--- src/rtl/conv1x1_sched_pkg.sv ---
// Shared definitions for the 1x1 convolution output-channel scheduler.
//   state_t    : scheduler FSM states
//   MAC_LAT    : edges from an issue cycle to its registered result
//   cnt_width  : counter width helper (clog2 with a minimum of 1)
package conv1x1_sched_pkg;

  typedef enum logic [1:0] {
    IDLE  = 2'd0,
    ISSUE = 2'd1,
    WAIT  = 2'd2,
    OUT   = 2'd3
  } state_t;

  localparam int MAC_LAT = 2;

  function automatic int cnt_width(input int n);
    return (n <= 2) ? 1 : $clog2(n);
  endfunction

endpackage

--- src/rtl/conv1x1_mac_lane.sv ---
// Shared pipelined MAC lane: one output channel's dot product per issue.
//   Stage 1 registers the IN_CH signed products plus bias and tag.
//   Stage 2 (combinational on stage-1 registers) sums products and bias
//   in a wide accumulator, truncates to Datawidth and optionally applies
//   ReLU; the consumer registers o_result when o_valid is high.
// Ports:
//   clk, rst          clock, async active-high reset
//   i_valid, i_tag    issue strobe and output-channel tag
//   i_pix, i_wgt      IN_CH packed samples / weights (channel i at i*Datawidth)
//   i_bias            bias for the issued channel
//   o_valid, o_tag    result strobe and its tag
//   o_result          truncated (and optionally clamped) result
module conv1x1_mac_lane #(
  parameter int Datawidth = 32,
  parameter int IN_CH     = 12,
  parameter int ReLU      = 0,
  parameter int TAG_W     = 2
) (
  input  logic                       clk,
  input  logic                       rst,
  input  logic                       i_valid,
  input  logic [TAG_W-1:0]           i_tag,
  input  logic [IN_CH*Datawidth-1:0] i_pix,
  input  logic [IN_CH*Datawidth-1:0] i_wgt,
  input  logic [Datawidth-1:0]       i_bias,
  output logic                       o_valid,
  output logic [TAG_W-1:0]           o_tag,
  output logic [Datawidth-1:0]       o_result
);

  localparam int PW    = 2 * Datawidth;
  localparam int ACC_W = PW + $clog2(IN_CH + 1);

  logic signed [PW-1:0]    w_prod [IN_CH];
  logic signed [PW-1:0]    r_prod [IN_CH];
  logic [Datawidth-1:0]    r_bias;
  logic [TAG_W-1:0]        r_tag;
  logic                    r_valid;
  logic signed [ACC_W-1:0] w_acc;
  logic [Datawidth-1:0]    w_res;

  // Operands are sign-extended to full product width before multiplying.
  always_comb begin
    for (int unsigned i = 0; i < IN_CH; i++) begin
      w_prod[i] = $signed({{Datawidth{i_pix[i*Datawidth+Datawidth-1]}}, i_pix[i*Datawidth +: Datawidth]})
                * $signed({{Datawidth{i_wgt[i*Datawidth+Datawidth-1]}}, i_wgt[i*Datawidth +: Datawidth]});
    end
  end

  always_ff @(posedge clk or posedge rst) begin
    if (rst) begin
      r_valid <= 1'b0;
      r_tag   <= '0;
      r_bias  <= '0;
      for (int unsigned i = 0; i < IN_CH; i++) r_prod[i] <= '0;
    end else begin
      r_valid <= i_valid;
      if (i_valid) begin
        r_tag  <= i_tag;
        r_bias <= i_bias;
        for (int unsigned i = 0; i < IN_CH; i++) r_prod[i] <= w_prod[i];
      end
    end
  end

  always_comb begin
    w_acc = {{(ACC_W-Datawidth){r_bias[Datawidth-1]}}, r_bias};
    for (int unsigned i = 0; i < IN_CH; i++) begin
      w_acc = w_acc + {{(ACC_W-PW){r_prod[i][PW-1]}}, r_prod[i]};
    end
    // Low Datawidth bits only: wraps with no saturation.
    w_res = Datawidth'(w_acc);
    if (ReLU != 0 && w_res[Datawidth-1]) w_res = '0;
  end

  assign o_valid  = r_valid;
  assign o_tag    = r_tag;
  assign o_result = w_res;

endmodule

--- src/rtl/conv1x1_oc_scheduler.sv ---
// Time-multiplexed 1x1 convolution: holds one pixel vector, issues one
// output channel per cycle to a shared MAC lane, gathers OUT_CH results
// into an output buffer and hands them downstream via valid/ready.
// Counts delivered pixels and pulses frame_done after the last of a frame.
// Ports:
//   clk, rst              clock, async active-high reset
//   in_valid/in_ready     pixel input handshake, in_data IN_CH samples
//   out_valid/out_ready   result handshake, out_data OUT_CH results
//   frame_done            one-cycle pulse after a frame's last delivery
//   busy                  scheduler not idle
module conv1x1_oc_scheduler
  import conv1x1_sched_pkg::*;
#(
  parameter int IMG_Width  = 3,
  parameter int IMG_Height = 3,
  parameter int Datawidth  = 32,
  parameter int IN_CH      = 12,
  parameter int OUT_CH     = 4,
  parameter int ReLU       = 0,
  parameter logic [OUT_CH*IN_CH*Datawidth-1:0] WEIGHTS = {(OUT_CH*IN_CH){Datawidth'(1)}},
  parameter logic [OUT_CH*Datawidth-1:0]       BIASES  =
    {Datawidth'(4), Datawidth'(3), Datawidth'(2), Datawidth'(1)}
) (
  input  logic                        clk,
  input  logic                        rst,
  input  logic                        in_valid,
  output logic                        in_ready,
  input  logic [IN_CH*Datawidth-1:0]  in_data,
  output logic                        out_valid,
  input  logic                        out_ready,
  output logic [OUT_CH*Datawidth-1:0] out_data,
  output logic                        frame_done,
  output logic                        busy
);

  localparam int NPIX = IMG_Width * IMG_Height;
  localparam int OC_W = cnt_width(OUT_CH);
  localparam int WT_W = cnt_width(MAC_LAT + 1);
  localparam int PC_W = cnt_width(NPIX);

  state_t                      r_state, w_state_nxt;
  logic [OC_W-1:0]             r_oc, w_oc_nxt;
  logic [WT_W-1:0]             r_wait, w_wait_nxt;
  logic [PC_W-1:0]             r_pcnt, w_pcnt_nxt;
  logic                        r_fdone, w_fdone_nxt;
  logic                        w_load, w_issue;
  logic [IN_CH*Datawidth-1:0]  r_pix;
  logic [OUT_CH*Datawidth-1:0] r_out;
  logic [IN_CH*Datawidth-1:0]  w_wgt;
  logic [Datawidth-1:0]        w_bias;
  logic                        w_mac_valid;
  logic [OC_W-1:0]             w_mac_tag;
  logic [Datawidth-1:0]        w_mac_res;

  always_ff @(posedge clk or posedge rst) begin
    if (rst) begin
      r_state <= IDLE;
      r_oc    <= '0;
      r_wait  <= '0;
      r_pcnt  <= '0;
      r_fdone <= 1'b0;
    end else begin
      r_state <= w_state_nxt;
      r_oc    <= w_oc_nxt;
      r_wait  <= w_wait_nxt;
      r_pcnt  <= w_pcnt_nxt;
      r_fdone <= w_fdone_nxt;
    end
  end

  always_comb begin
    w_state_nxt = r_state;
    w_oc_nxt    = r_oc;
    w_wait_nxt  = r_wait;
    w_pcnt_nxt  = r_pcnt;
    w_fdone_nxt = 1'b0;
    w_load      = 1'b0;
    w_issue     = 1'b0;
    case (r_state)
      IDLE: begin
        if (in_valid) begin
          w_load      = 1'b1;
          w_oc_nxt    = '0;
          w_state_nxt = ISSUE;
        end
      end
      ISSUE: begin
        w_issue = 1'b1;
        if (r_oc == OC_W'(OUT_CH - 1)) begin
          w_oc_nxt    = '0;
          w_wait_nxt  = WT_W'(MAC_LAT);
          w_state_nxt = WAIT;
        end else begin
          w_oc_nxt = r_oc + 1'b1;
        end
      end
      WAIT: begin
        w_wait_nxt = r_wait - 1'b1;
        if (r_wait == WT_W'(1)) w_state_nxt = OUT;
      end
      OUT: begin
        if (out_ready) begin
          w_state_nxt = IDLE;
          if (r_pcnt == PC_W'(NPIX - 1)) begin
            w_pcnt_nxt  = '0;
            w_fdone_nxt = 1'b1;
          end else begin
            w_pcnt_nxt = r_pcnt + 1'b1;
          end
        end
      end
      default: w_state_nxt = IDLE;
    endcase
  end

  always_ff @(posedge clk or posedge rst) begin
    if (rst)         r_pix <= '0;
    else if (w_load) r_pix <= in_data;
  end

  assign w_wgt  = WEIGHTS[r_oc*IN_CH*Datawidth +: IN_CH*Datawidth];
  assign w_bias = BIASES[r_oc*Datawidth +: Datawidth];

  conv1x1_mac_lane #(
    .Datawidth (Datawidth),
    .IN_CH     (IN_CH),
    .ReLU      (ReLU),
    .TAG_W     (OC_W)
  ) u_mac (
    .clk      (clk),
    .rst      (rst),
    .i_valid  (w_issue),
    .i_tag    (r_oc),
    .i_pix    (r_pix),
    .i_wgt    (w_wgt),
    .i_bias   (w_bias),
    .o_valid  (w_mac_valid),
    .o_tag    (w_mac_tag),
    .o_result (w_mac_res)
  );

  // Write-back runs off the lane's valid, independent of the FSM state.
  always_ff @(posedge clk or posedge rst) begin
    if (rst)              r_out <= '0;
    else if (w_mac_valid) r_out[w_mac_tag*Datawidth +: Datawidth] <= w_mac_res;
  end

  assign in_ready   = (r_state == IDLE);
  assign out_valid  = (r_state == OUT);
  assign busy       = (r_state != IDLE);
  assign out_data   = r_out;
  assign frame_done = r_fdone;

endmodule

--- config.mk ---
export PLATFORM = sky130hd
export DESIGN_NAME = conv1x1_oc_scheduler
export DESIGN_NICKNAME = d
export VERILOG_FILES = /design/src/rtl/conv1x1_sched_pkg.sv /design/src/rtl/conv1x1_mac_lane.sv /design/src/rtl/conv1x1_oc_scheduler.sv
export SDC_FILE = /design/constraint.sdc
export NUM_CORES = 2
export LEC_CHECK = 0
export BUFFER_PORTS_ARGS = -buffer_cell sky130_fd_sc_hd__buf_2
export CAP_MARGIN = 20
export CELL_PAD_IN_SITES_DETAIL_PLACEMENT = 0
export CELL_PAD_IN_SITES_GLOBAL_PLACEMENT = 2
export CORE_MARGIN = 10
export CORE_UTILIZATION = 41
export DETAILED_ROUTE_END_ITERATION = 16
export PLACE_DENSITY = 0.86
export REMOVE_ABC_BUFFERS = 1
export SLEW_MARGIN = 5
export SYNTH_ARGS = -nofsm -noshare
export SYNTH_HDL_FRONTEND = slang
export SYNTH_SLANG_ARGS = --single-unit
--- constraint.sdc ---
create_clock -name clk -period 37.9 [get_ports clk]
set_input_delay 3.79 -clock clk [delete_from_list [all_inputs] [get_ports clk]]
set_output_delay 3.79 -clock clk [all_outputs]
set_load 0.02 [all_outputs]
-- Word-level counts from Yosys, hierarchy flattened
Index checks and enable logic that the tools add are counted.
- register bits: 942
- output and inout port bits: 132
- word-level logic and storage cells: 90
- $add $sub $neg: 16
- $mul: 13
- equal/unequal tests: 10
- shift operators: 4
- muxes and demuxes: 17
- reductions and logical operators: 8
- operators with widths (operator ; number):
    $shiftx 1536x12->384 const A ; 1
    $add 32x32->32 ; 12
    $mul 32x32->32 ; 12
    $bwmux 128 ; 1
    $shift 32x34->128 const A ; 1
    $shiftx 128x8->32 const A ; 1
    $shiftx 32x34->128 ; 1
    $neg 7->34 ; 1
    $mux 2 ; 6
    $pmux 2 s2 ; 2
    $pmux 2 s4 ; 1
    $eq 2x2->1 const B ; 3
    $mux 1 ; 6
    $ne 2x2->1 const B ; 3
    $reduce_and 2->1 ; 3
    $reduce_bool 2->1 ; 3
    $add 4x1->4 const B ; 1
    $eq 2x1->1 const B ; 2
    $eq 4x4->1 const B ; 1
    $mul 2x2->4 const B ; 1
    $mux 4 ; 1
    $reduce_and 4->1 ; 1
    $add 2x1->2 const B ; 1
    $logic_not 2->1 ; 1
    other kinds (2) ; 2

-- Depth between registers and ports, before layout
- word-level depth: 14
- depth in mapped cells: 23
- mapped depth without buffers: 23

-- Modules after synthesis
Synthesis repeated with hierarchy kept, for this count alone.
- cell total of the unflattened synthesis: 24535
- area, all modules: 238452.4 um^2
- modules (own cells, without submodules) (module ; times used ; cells an instance ; area each (um^2) ; sequential area each (um^2)):
    conv1x1_mac_lane ; 1 ; 23359 ; 218995.0 ; 10485.1
    conv1x1_oc_scheduler ; 1 ; 1176 ; 19457.4 ; 13087.6

-- Worst setup path before layout
OpenSTA, ideal clock, no wires.
- path type: reg-to-reg
- start point: register u_mac.r_prod[322] (netlist name)
- end point: register r_out[124], in the netlist out_data[124]
- library setup time: 121 ps
- data arrival time: 5170 ps
- path slack: 32609 ps
- cell stages (with the launch flop): 22
- buffers on the path: 0
- clock period less this slack: 5291 ps
- cell sequence: dfrtp_1 -> fa_1 -> inv_1 -> fa_1 -> inv_1 -> fa_1 -> fa_1 -> inv_1 -> fa_1 -> inv_1 -> ha_1 -> inv_1 -> fa_1 -> nor2b_1 -> o2111ai_1 -> a21oi_1 -> o22ai_2 -> o31a_1 -> nand2b_1 -> a31oi_1 -> xnor2_1 -> a22o_1
- word-level cells in the longest chain between the ends: 8
- RTL lines (item ; line ; text):
    start: declaration ; conv1x1_mac_lane.sv:35 ; logic signed [PW-1:0] r_prod [IN_CH];
    $add 32x32->32 (6 in series) ; conv1x1_mac_lane.sv:69 ; w_acc = w_acc + {{(ACC_W-PW){r_prod[i][PW-1]}}, r_prod[i]};
    $shiftx 32x34->128 ; conv1x1_oc_scheduler.sv:145 ; else if (w_mac_valid) r_out[w_mac_tag*Datawidth +: Datawidth] <= w_mac_res;
    $bwmux 128 ; conv1x1_oc_scheduler.sv:145 ;
    end signal: indexed assignment ; conv1x1_oc_scheduler.sv:145 ;
    end: declaration ; conv1x1_oc_scheduler.sv:48 ; logic [OUT_CH*Datawidth-1:0] r_out;
Every way passes these cells.
A chain may end at the register's enable or synchronous reset.

-- Final worst setup path
- start point: input port in_valid
- end point: register r_pix[148]
- word-level cells in the longest chain between the ends: 2
- RTL lines (item ; line ; text):
    start: declaration ; conv1x1_oc_scheduler.sv:26 ; input logic in_valid,
    $mux 1 ; conv1x1_oc_scheduler.sv:81 ; if (in_valid) begin
    $mux 1 ; conv1x1_oc_scheduler.sv:79 ; case (r_state)
    end signal: assignment ; conv1x1_oc_scheduler.sv:118 ; else if (w_load) r_pix <= in_data;
    end: declaration ; conv1x1_oc_scheduler.sv:47 ; logic [IN_CH*Datawidth-1:0] r_pix;
Every way passes these cells.

==> impl_metrics.yaml <==
status:
  status: "finished clean"
cts:
  cts_resized: 0
  ctsHoldBuffers: 0
  h-tree-depth: 3
  post_cts_buffers: 0
  cts_buffer_depth: 3
  cts_buffers: 100
  cts.clk_slew.worst_paths_ns: 0.06
  clk_latency_ns: 0.69
  cts_root_buf: "clkbuf_16"
  cts_tree: "built"
  cts.sinks: 913
floorplanning:
  dieWidth_um: 345
  start_util: 0.412
  core-area_um2: 105000
  num_rows: 119
  dieArea_um2: 119000
  die_y_um: 345
  boundaryPins: 520
final_layout:
  layout-drive-gt1-share: 0.364
  utilization: 0.484
  final_area_um2: 50800
  area_delta_synth_final_pct: 17.5
  layoutNonFillerInstCount: 5180
  nets: 4465
synth:
  ys_top_cells_by_count: "dfrtp_1 (913), mux2_2 (639), inv_1 (467)"
  yosys.area.top_type_share: 0.528
  synth_warnings: 0
  synthTopCellsByArea: "dfrtp_1 (53%), mux2_2 (17%), fa_1 (14%)"
  synth-edff-count: 0
  avgSynthCellArea_um2: 13.6
  synth_cells: 3173
  ys_async_sr_fraction: 1.00
  synth-seq-area-share: 0.528
  yosysMostFrequentCell: "dfrtp_1"
  synth_area_um2: 43200
  synth_largest_area_cell: "dfrtp_1"
  synth_cell_types: 59
  ys.flop_type: "dfrtp_1"
  ys_ff_latch: 913
worst_setup_path:
  cp_max_fo: 73
  crit_slowest_cell: "buf_4"
  crit_chain: "buf_2, nand2_4, buf_4, buf_4, buf_4, mux2_2"
  path_common_cell: "buf_4"
  arrival_ns: 7.34
  end_kind: "flip-flop"
  path_class: "input port to flip-flop"
  cp.required_ns: 38.45
  cpPeakStageDelay_ns: 0.85
  crit_path_start_kind: "input port"
placement:
  placed_area_um2: 47400
  post-dp-hpwl_um: 79500
  portBuffers: 519
  place_congestion: 0.778
  dp.cells: 4983
sta:
  fmax_ghz: 0.147
  period_share: 0.179
  tightestPinTransition_ns: 1.17
  maxSlewHeadroom: 0.217
  finClkSkew_ns: 0.0323
  setup_viol: 0
  hold_violations: 0
  rsz0062_at_grt: "false"
  tns_ns: 0
  fin_crit_ns: 6.79
  slew_viol_final: 0
grt:
  grt_max_degree: 199
  grt_pass1_wl_um: 163000
  antenna_found_initial: 29
  grt_pass1_vias: 27600
  grt_overflow: 0
  gr-usage-all-layers: 0.178
routing:
  via_per_inst: 4.83
  wl_per_cell_um: 20.5
  postRouteWirelength_um: 106000
  vias: 25000
  ant_nets: 0
  drt_iter0_drc: 1151
  drc: 0
  first_pass_iters: 4
worst_hold_path:
  hp-class: "flip-flop to flip-flop"
run:
  drv_cap: 0
-- final timing paths --
check / from / to / slack, ns / cells after the start
worst max-delay path: in_valid / r_pix[148] / 31.11 / 6
worst min-delay path: r_pix[269] / u_mac.r_prod[205] / 0.47 / 2
worst max register to register: u_mac.r_bias[2] / out_data[86] / 31.60 / 21
worst min register to register: r_pix[269] / u_mac.r_prod[205] / 0.47 / 2
max in group asynchronous: rst / r_pix[224] / 31.89 / 6
min in group asynchronous: rst / r_pix[210] / 3.21 / 2
-- metal layers --
layer  GRT usage  up-vias  share of wire
li1            -    11500              -
met1       0.231    12800           0.42
met2       0.293      564           0.48
met3      0.0508      148          0.074
met4      0.0462       36          0.019
met5           0        -         0.0022
-- final cells by class --
| class | instances | area (µm²) |
|---|---|---|
| Inverter | 467 | 1760 |
| Fill cell | 9436 | 54200 |
| Antenna cell | 11 | 27.5 |
| Multi-Input combinational cell | 1663 | 18100 |
| Sequential cell | 913 | 22800 |
| Timing Repair Buffer | 551 | 2930 |
| Tap cell | 1391 | 1740 |
| Clock buffer | 142 | 2860 |
| Clock inverter | 42 | 499 |
-- cells by family after synthesis --
family	Yosys count	synth area share
buffers and inverters	597	0.0529
flip-flops	913	0.528
XOR/XNOR	53	0.0109
multiplexers	639	0.166
AO/OA/AOI/OAI	359	0.0559
AND/OR/NAND/NOR	231	0.0223
adder cells (fa/ha/maj)	381	0.163
-- layout by cell type (no fill, tap or decap), drive strengths merged, types with 3 or more instances in the layout --
cell type,count
clkbuf,142
nand2b,4
nand3,6
a22o,116
buf,551
inv,472
clkinvlp,5
or3,3
and3,4
o21a,7
nor2,15
nor2b,4
o21bai,5
diode,11
mux2,639
o211ai,4
nor3,8
bufinv,9
nand4,3
a31oi,4
a21oi,26
ha,76
clkinv,23
xnor2,38
nand2,179
xor2,15
dfrtp,913
fa,305
a211oi,4
o21ai,166
a21o,11
o31ai,3
-- sequential cells by signal, indices dropped and copies added, names as in the netlist --
name           cells
r_pix            384
u_mac.r_prod     384
out_data         128
r_pcnt             4
u_mac.r_bias       3
r_oc               2
r_state            2
r_wait             2
u_mac.o_tag        2
frame_done         1
u_mac.o_valid      1
-- worst max-delay path, delay by kind of cell --
kind | cells | cell delay [ns]
buffers and inverters | 4 | 2.39
muxes | 1 | 0.42
and+or+nand+nor | 1 | 0.55
-- metrics by stage --
stage / worst slack (ns) / hold WS, ns
CTS: 31.09 / 0.467
floorplan: 8.44 / 0.448
detailed placement: 30.36 / 0.463
global route: 30.91 / 0.499
global placement: 30.39 / 0.458
finish: 31.11 / 0.468
Power is not shown: default switching activity piles up to over one toggle a cycle in this logic, so the estimate is an artifact.
